`config.mk`:
```
export PLATFORM = sky130hd
export DESIGN_NAME = restriction_tt_sweeper
export DESIGN_NICKNAME = d
export VERILOG_FILES = /design/src/rtl/restriction_tt_sweeper.sv
export SDC_FILE = /design/constraint.sdc
export NUM_CORES = 1
export LEC_CHECK = 0
export CAP_MARGIN = 20
export CORE_ASPECT_RATIO = 0.75
export CORE_MARGIN = 10
export CORE_UTILIZATION = 54
export DETAILED_ROUTE_END_ITERATION = 8
export PLACE_DENSITY_LB_ADDON = 0.1
export SYNTH_ARGS = -nofsm -noshare
export SYNTH_HDL_FRONTEND = slang
export SYNTH_SLANG_ARGS = --single-unit
```
`constraint.sdc`:
```
create_clock -name clk -period 4.5 [get_ports clk]
set_input_delay 0.45 -clock clk [delete_from_list [all_inputs] [get_ports clk]]
set_output_delay 0.45 -clock clk [all_outputs]
set_load 0.05 [all_outputs]
```
`src/rtl/restriction_tt_sweeper.sv`:
```
// Sweeps all 2^N_IN input vectors through an external combinational function,
// captures its truth table and compares it against a latched golden table.
//
// state  | meaning
// IDLE   | waiting for start, x parked at 0
// SETTLE | vector on x, counting down settle cycles before sampling
// SAMPLE | capture y_in for the current vector, then advance
// DONE   | results valid and held, x parked at last vector
module restriction_tt_sweeper #(
    parameter int N_IN   = 6,
    parameter int SETTLE = 1
) (
    input  logic                    clk,
    input  logic                    rst_n,
    input  logic                    start,
    input  logic                    abort,
    input  logic [(1<<N_IN)-1:0]    golden_tt,
    output logic [N_IN-1:0]         x,
    input  logic                    y_in,
    output logic                    busy,
    output logic                    done,
    output logic                    pass,
    output logic [(1<<N_IN)-1:0]    tt_out,
    output logic [N_IN:0]           mismatch_cnt,
    output logic [N_IN-1:0]         first_mis,
    output logic                    first_mis_vld
);

    localparam int TT_W = 1 << N_IN;
    localparam int RELOAD_I = (SETTLE > 0) ? SETTLE - 1 : 0;
    localparam logic [3:0] CNT_RELOAD = RELOAD_I[3:0];
    localparam logic [N_IN-1:0] IDX_LAST = {N_IN{1'b1}};
    localparam logic [N_IN-1:0] IDX_ONE = {{(N_IN-1){1'b0}}, 1'b1};
    localparam logic [N_IN:0] CNT_ONE = {{N_IN{1'b0}}, 1'b1};

    if (SETTLE < 0 || SETTLE > 15) begin : g_settle_range
        $error("SETTLE must be within 0..15");
    end

    typedef enum logic [1:0] {
        S_IDLE,
        S_SETTLE,
        S_SAMPLE,
        S_DONE
    } state_t;

    // With no settle time each vector is sampled in the cycle it is driven.
    localparam state_t ARM_STATE = (SETTLE == 0) ? S_SAMPLE : S_SETTLE;

    state_t            state_q, state_d;
    logic [N_IN-1:0]   idx_q, idx_d;
    logic [3:0]        cnt_q, cnt_d;
    logic [TT_W-1:0]   golden_q, golden_d;
    logic [TT_W-1:0]   tt_q, tt_d;
    logic [N_IN:0]     mis_q, mis_d;
    logic [N_IN-1:0]   first_q, first_d;
    logic              first_vld_q, first_vld_d;
    logic              busy_q, busy_d;
    logic              done_q, done_d;

    always_comb begin
        state_d     = state_q;
        idx_d       = idx_q;
        cnt_d       = cnt_q;
        golden_d    = golden_q;
        tt_d        = tt_q;
        mis_d       = mis_q;
        first_d     = first_q;
        first_vld_d = first_vld_q;

        unique case (state_q)
            S_IDLE, S_DONE: begin
                if (abort) begin
                    state_d = S_IDLE;
                    idx_d   = '0;
                end else if (start) begin
                    golden_d    = golden_tt;
                    tt_d        = '0;
                    mis_d       = '0;
                    first_vld_d = 1'b0;
                    idx_d       = '0;
                    cnt_d       = CNT_RELOAD;
                    state_d     = ARM_STATE;
                end
            end
            S_SETTLE: begin
                if (abort) begin
                    state_d = S_IDLE;
                    idx_d   = '0;
                end else if (cnt_q == 4'd0) begin
                    state_d = S_SAMPLE;
                end else begin
                    cnt_d = cnt_q - 4'd1;
                end
            end
            S_SAMPLE: begin
                if (abort) begin
                    state_d = S_IDLE;
                    idx_d   = '0;
                end else begin
                    tt_d[idx_q] = y_in;
                    if (y_in != golden_q[idx_q]) begin
                        mis_d = mis_q + CNT_ONE;
                        if (!first_vld_q) begin
                            first_d     = idx_q;
                            first_vld_d = 1'b1;
                        end
                    end
                    if (idx_q == IDX_LAST) begin
                        state_d = S_DONE;
                    end else begin
                        idx_d   = idx_q + IDX_ONE;
                        cnt_d   = CNT_RELOAD;
                        state_d = ARM_STATE;
                    end
                end
            end
            default: begin
                state_d = S_IDLE;
                idx_d   = '0;
            end
        endcase

        busy_d = (state_d == S_SETTLE) || (state_d == S_SAMPLE);
        done_d = (state_d == S_DONE);
    end

    always_ff @(posedge clk) begin
        if (!rst_n) begin
            state_q     <= S_IDLE;
            idx_q       <= '0;
            cnt_q       <= '0;
            golden_q    <= '0;
            tt_q        <= '0;
            mis_q       <= '0;
            first_q     <= '0;
            first_vld_q <= 1'b0;
            busy_q      <= 1'b0;
            done_q      <= 1'b0;
        end else begin
            state_q     <= state_d;
            idx_q       <= idx_d;
            cnt_q       <= cnt_d;
            golden_q    <= golden_d;
            tt_q        <= tt_d;
            mis_q       <= mis_d;
            first_q     <= first_d;
            first_vld_q <= first_vld_d;
            busy_q      <= busy_d;
            done_q      <= done_d;
        end
    end

    assign x             = idx_q;
    assign busy          = busy_q;
    assign done          = done_q;
    assign tt_out        = tt_q;
    assign mismatch_cnt  = mis_q;
    assign first_mis     = first_q;
    assign first_mis_vld = first_vld_q;
    assign pass          = done_q && (mis_q == '0);

endmodule
```
# Yosys cells after proc, flatten, opt, wreduce, memory -nomap -nowiden
# Index checks and enable logic that the tools add are counted.
[op_classes] addsub=3 magnitude_cmp=2 eq_ne=18 muxes=39 bitwise=2 n_reduce_logical=14
[op_table] cell="$mux 64" n=3
[op_table] cell="$pmux 64 s2" n=1
[op_table] cell="$bwmux 64" n=1
[op_table] cell="$mux 6" n=5
[op_table] cell="$mux 7" n=4
[op_table] cell="$mux 4" n=6
[op_table] cell="$pmux 6 s3" n=1
[op_table] cell="$ne 2x2->1 const B" n=8
[op_table] cell="$pmux 7 s2" n=1
[op_table] cell="$mux 2" n=6
[op_table] cell="$pmux 4 s3" n=1
[op_table] cell="$eq 2x2->1 const B" n=4
[op_table] cell="$reduce_and 4->1" n=2
[op_table] cell="$add 7x1->7 const B" n=1
[op_table] cell="$logic_not 7->1" n=1
[op_table] cell="$lt 6x7->1 const B" n=1
[op_table] cell="$add 6x1->6 const B" n=1
[op_table] cell="$bmux 1 s6" n=1
[op_table] cell="$demux 1 s6" n=1
[op_table] cell="$eq 6x6->1 const B" n=1
[op_table] cell="$ge 6x1->1 const B" n=1
[op_table] cell="$mux 1" n=6
[op_table] cell="$ne 3x3->1 const B" n=2
[op_table] cell="$pmux 2 s3" n=1
[op_table] cell="other kinds (14)" n=18
[totals] ff_bits=156 inputBits=69 out_inout_bits=87 wordCells=88

# Logic depth before layout (Yosys ltp)
[logic_depth] word_depth=7 mapped_depth=12 mapped_depth_nobuf=9

# Worst setup path before layout
# No wires, ideal clock.
[synth_timing] path_type="reg2reg" from="register idx_q[1] (netlist: x[1])" to="register mis_q[4] (netlist: mismatch_cnt[4])" setup_ns=0.125 arrival_time_ns=2.657 required_ns=4.375 slack_ns=1.717 path_stages_with_launch=10 n_path_buf=1 synth_period_minus_slack_ns=2.783 path_cell_list="dfxtp_1 > buf_6 > mux2_4 > a221oi_2 > a21o_1 > a32oi_1 > a32oi_2 > nand2_1 > and4_1 > o41a_1"
[synth_between] elab_chain_cells=5
[synth_rtl] element="from (decl)" line="51" source="logic [N_IN-1:0] idx_q, idx_d;"
[synth_rtl] element="from (signal assigned)" line="142" source="idx_q <= idx_d;"
[synth_rtl] element="$bmux 1 s6" line="102" source="if (y_in != golden_q[idx_q]) begin"
[synth_rtl] element="$mux 1 (implied by the code)" line="102"
[synth_rtl] element="$ne 1x1->1" line="102"
[synth_rtl] element="$ne 2x2->1 (no source line)"
[synth_rtl] element="$reduce_and 5->1 (no source line)"
[synth_rtl] element="to (signal assigned)" line="146" source="mis_q <= mis_d;"
[synth_rtl] element="to (decl)" line="55" source="logic [N_IN:0] mis_q, mis_d;"
# No other way between the ends. The select of a mux whose other input is x is not followed.
# A chain may end at the register's enable or synchronous reset.

# Final worst setup path
[layout_timing] from="register idx_q[0] (netlist: x[0])" to="register first_q[2] (netlist: first_mis[2])"
[layout_between] elab_chain_cells=4
[layout_rtl] element="$bmux 1 s6" line="102"
[layout_rtl] element="$mux 1 (implied by the code)" line="102"
[layout_rtl] element="$ne 1x1->1" line="102"
[layout_rtl] element="$reduce_and 4->1 (no source line)"
[layout_rtl] element="to (signal assigned)" line="147" source="first_q <= first_d;"
[layout_rtl] element="to (decl)" line="56" source="logic [N_IN-1:0] first_q, first_d;"
# No other way between the ends. The select of a mux whose other input is x is not followed.

==> results.py <==
metrics = {
    "place": {
        "port_buffers": 155,
        "globalplace.congestion": 0.886,
        "place_ws_ps": 1090,
        "hpwl_um": 16100,
    },
    "yosys": {
        "ys_warn_count": 0,
        "synthCells": 959,
        "yosys.area.top_type_share": 0.406,
        "netlist_area_um2": 7700,
        "synth_top_area_cell": "dfxtp_1",
        "synth-main-ff-cell": "dfxtp_1",
        "synthTopCellsByArea": "dfxtp_1 41%, nand2_1 11%, a22oi_1 6.6%",
        "async_flop_share": 0,
        "ys_types": 66,
        "seq_area_frac_synth": 0.406,
        "synth_edf_count": 0,
        "syn_avg_cell_area_um2": 8.03,
        "syn_nets": 1036,
        "ys_ff_latch": 156,
    },
    "final_layout": {
        "antenna_cells": 0,
        "nFillCells": 1130,
        "drive_above_1_share": 0.0639,
        "layout.nets": 1143,
        "area_growth_pct": 26.9,
        "multi_input_area_um2": 4200,
        "seqCellArea_um2": 3120,
    },
    "routing": {
        "drc": 0,
        "drt_wl_total_um": 23400,
        "wl_per_cell_um": 18.6,
        "ant_nets": 0,
        "drtPass1Iterations": 5,
        "drtIter0Drc": 779,
        "vias_per_cell": 5.82,
        "num_vias": 7298,
    },
    "setup_path": {
        "crit_path_end": "first_mis[2]$_SDFFE_PN0P_",
        "cp_max_fo": 29,
        "reg2reg_from": "x[0]$_SDFFE_PN0P_",
        "crit_path_start": "x[0]$_SDFFE_PN0P_",
        "reg2reg_to": "first_mis[2]$_SDFFE_PN0P_",
        "r2r_cells": 8,
        "r2r_setup_slack_ps": 1010,
        "worst_ep_required_time_ps": 4850,
        "crit_path_end_kind": "register",
        "worstSetupPathType": "reg2reg",
        "startpoint_type": "register",
        "crit_arrival_ps": 3840,
    },
    "cts": {
        "cts-root-buf": "clkbuf_16",
        "cts_tree": "yes",
        "clkLatencyLatePin_ps": 430,
        "htree_levels": 4,
        "path_clk_slew_ps": 60,
        "clock_sinks": 156,
        "clk_path_buf_depth": 2,
        "cts_resized": 0,
        "post_cts_buffers": 0,
        "cts.hold.buffers_added": 0,
        "numCtsBuffers": 17,
    },
    "floorplanning": {
        "row_count": 37,
        "die_area_um2": 19500,
        "die_w_um": 158,
        "start_util": 0.556,
        "core-area_um2": 13800,
        "die_y_um": 123,
        "io_pins": 156,
    },
    "timing": {
        "relSlewSlack": 0.273,
        "clock_skew_ps": 10.8,
        "fin_ws_ps": 1010,
        "finalHoldViolations": 0,
        "worst_pin_slew_ps": 1080,
        "fmax_mhz": 286,
        "setup_violations": 0,
        "slew_viol_final": 0,
        "fin_crit_sh": 0.776,
        "rsz0062_at_grt": "no",
        "tns_ps": 0,
        "fin_crit_ps": 3490,
    },
    "global_route": {
        "overflow": 0,
        "grt_pass1_vias": 6958,
        "antenna_found_initial": 0,
        "grt_start_max_net_pins": 98,
        "grt_usage": 0.237,
        "grt_pass1_wl_um": 37100,
    },
    "run_status": {
        "status": "finished, final reports clean",
    },
    "pwr": {
        "p_per_area_nw_per_um2": 315,
        "leakage_nw": 3.19,
        "irDropWorstVdd_v": 0.000264,
    },
    "run": {
        "cap_violations": 0,
    },
    "min_path": {
        "hold_class": "reg2reg",
    },
}
-- area by class of cell --
class,instances,area share
Timing Repair Buffer,167,0.168
Clock inverter,14,0.0133
Clock buffer,18,0.0439
Multi-Input combinational cell,715,0.430
Inverter,9,0.00346
Sequential cell,156,0.320
Tap cell,175,0.0224
-- cells in the mapped netlist, drive strengths merged (3+ instances only) --
| master | instances |
|---|---|
| nand3b | 4 |
| nand2 | 234 |
| a32oi | 3 |
| buf | 24 |
| and3 | 5 |
| a22oi | 68 |
| nor3b | 4 |
| a21oi | 8 |
| nor4 | 4 |
| mux2 | 6 |
| nor2b | 75 |
| nand4 | 5 |
| nand4b | 4 |
| a21boi | 68 |
| and2 | 8 |
| a221oi | 6 |
| o21ai | 84 |
| dfxtp | 156 |
| mux2i | 16 |
| nand3 | 22 |
| nor3 | 10 |
| ha | 8 |
| inv | 9 |
| o211ai | 4 |
| or2 | 3 |
| nor2 | 29 |
| clkbuf | 55 |
-- layout by cell type (no fill, tap or decap), types with 4 or more instances in the layout --
| master | count |
|---|---|
| nand2_1 | 233 |
| dfxtp_1 | 156 |
| clkdlybuf4s50_1 | 154 |
| o21ai_0 | 84 |
| nor2b_1 | 74 |
| a22oi_1 | 68 |
| a21boi_0 | 67 |
| nor2_1 | 28 |
| nand3_1 | 22 |
| clkbuf_16 | 17 |
| mux2i_1 | 16 |
| buf_4 | 13 |
| nor3_1 | 9 |
| inv_1 | 8 |
| and2_1 | 8 |
| a21oi_1 | 8 |
| ha_1 | 7 |
| and3_1 | 5 |
| nand4_1 | 5 |
| mux2_2 | 5 |
| a221oi_1 | 5 |
| o211ai_1 | 4 |
| nand3b_1 | 4 |
| nand4b_1 | 4 |
-- cell families after synthesis --
family | Yosys count | synth area share
compound gates | 264 | 0.235
xor+xnor | 3 | 0.00341
fa+ha+maj | 8 | 0.0130
buf+inv | 88 | 0.0510
flops | 156 | 0.406
mux | 24 | 0.0359
simple gates | 416 | 0.256
-- flip-flops by register name, summed over array words and instances, names as in the netlist, 2 cells and up --
register	cells
state_q	2
tt_out	64
mismatch_cnt	7
x	6
first_mis	6
golden_q	64
cnt_q	4
-- layer usage --
layer  routed length (µm)  share of wire  GRT usage
met3                 2340           0.10     0.0670
met4                  312          0.013     0.0647
met1                10700           0.46      0.333
met5                    0              0          0
met2                10000           0.43      0.347
-- stage by stage --
| step | area [µm²] | hold slack, ps | power (mW) | instances | utilization |
|---|---|---|---|---|---|
| after floorplan | 7700 | 438 | 1.63 | 959 | - |
| after global placement | 9210 | 451 | 1.74 | 1222 | 0.665 |
| after detailed placement | 9210 | 458 | 1.74 | 1222 | 0.665 |
| after CTS | 9770 | 468 | 3.09 | 1254 | 0.706 |
| after global routing | 9770 | 497 | 3.18 | 1254 | 0.706 |
| final | 9770 | 464 | 3.08 | 1254 | 0.706 |
-- how the worst min path moves through the flow --
stage	start	to	slack [ps]	depth (start not counted)
2_1_floorplan	golden_q[48]$_SDFFE_PN0P_	golden_q[48]$_SDFFE_PN0P_	440	2
3_3_place_gp	golden_q[40]$_SDFFE_PN0P_	golden_q[40]$_SDFFE_PN0P_	450	2
3_5_place_dp	golden_q[58]$_SDFFE_PN0P_	golden_q[58]$_SDFFE_PN0P_	460	2
4_1_cts	golden_q[58]$_SDFFE_PN0P_	golden_q[58]$_SDFFE_PN0P_	470	2
5_1_grt	first_mis[5]$_SDFFE_PN0P_	first_mis[5]$_SDFFE_PN0P_	500	2
6_report	golden_q[58]$_SDFFE_PN0P_	golden_q[58]$_SDFFE_PN0P_	460	2
-- power by group --
group / internal, mW / total (mW) / switching (mW)
Clock: 0.727 / 1.36 / 0.636
Combinational: 0.130 / 0.275 / 0.145
Sequential: 1.42 / 1.44 / 0.0245
-- worst max-delay path, stage by stage (launching register included) --
cell and delay (ps):
dfxtp_1 1020, nor2b_1 380, a22o_1 350, a211oi_2 210
o22ai_1 90, and4bb_4 380, a21boi_2 160, nor4_4 580
mux2i_1 250
(Power assumes the default switching activity.)
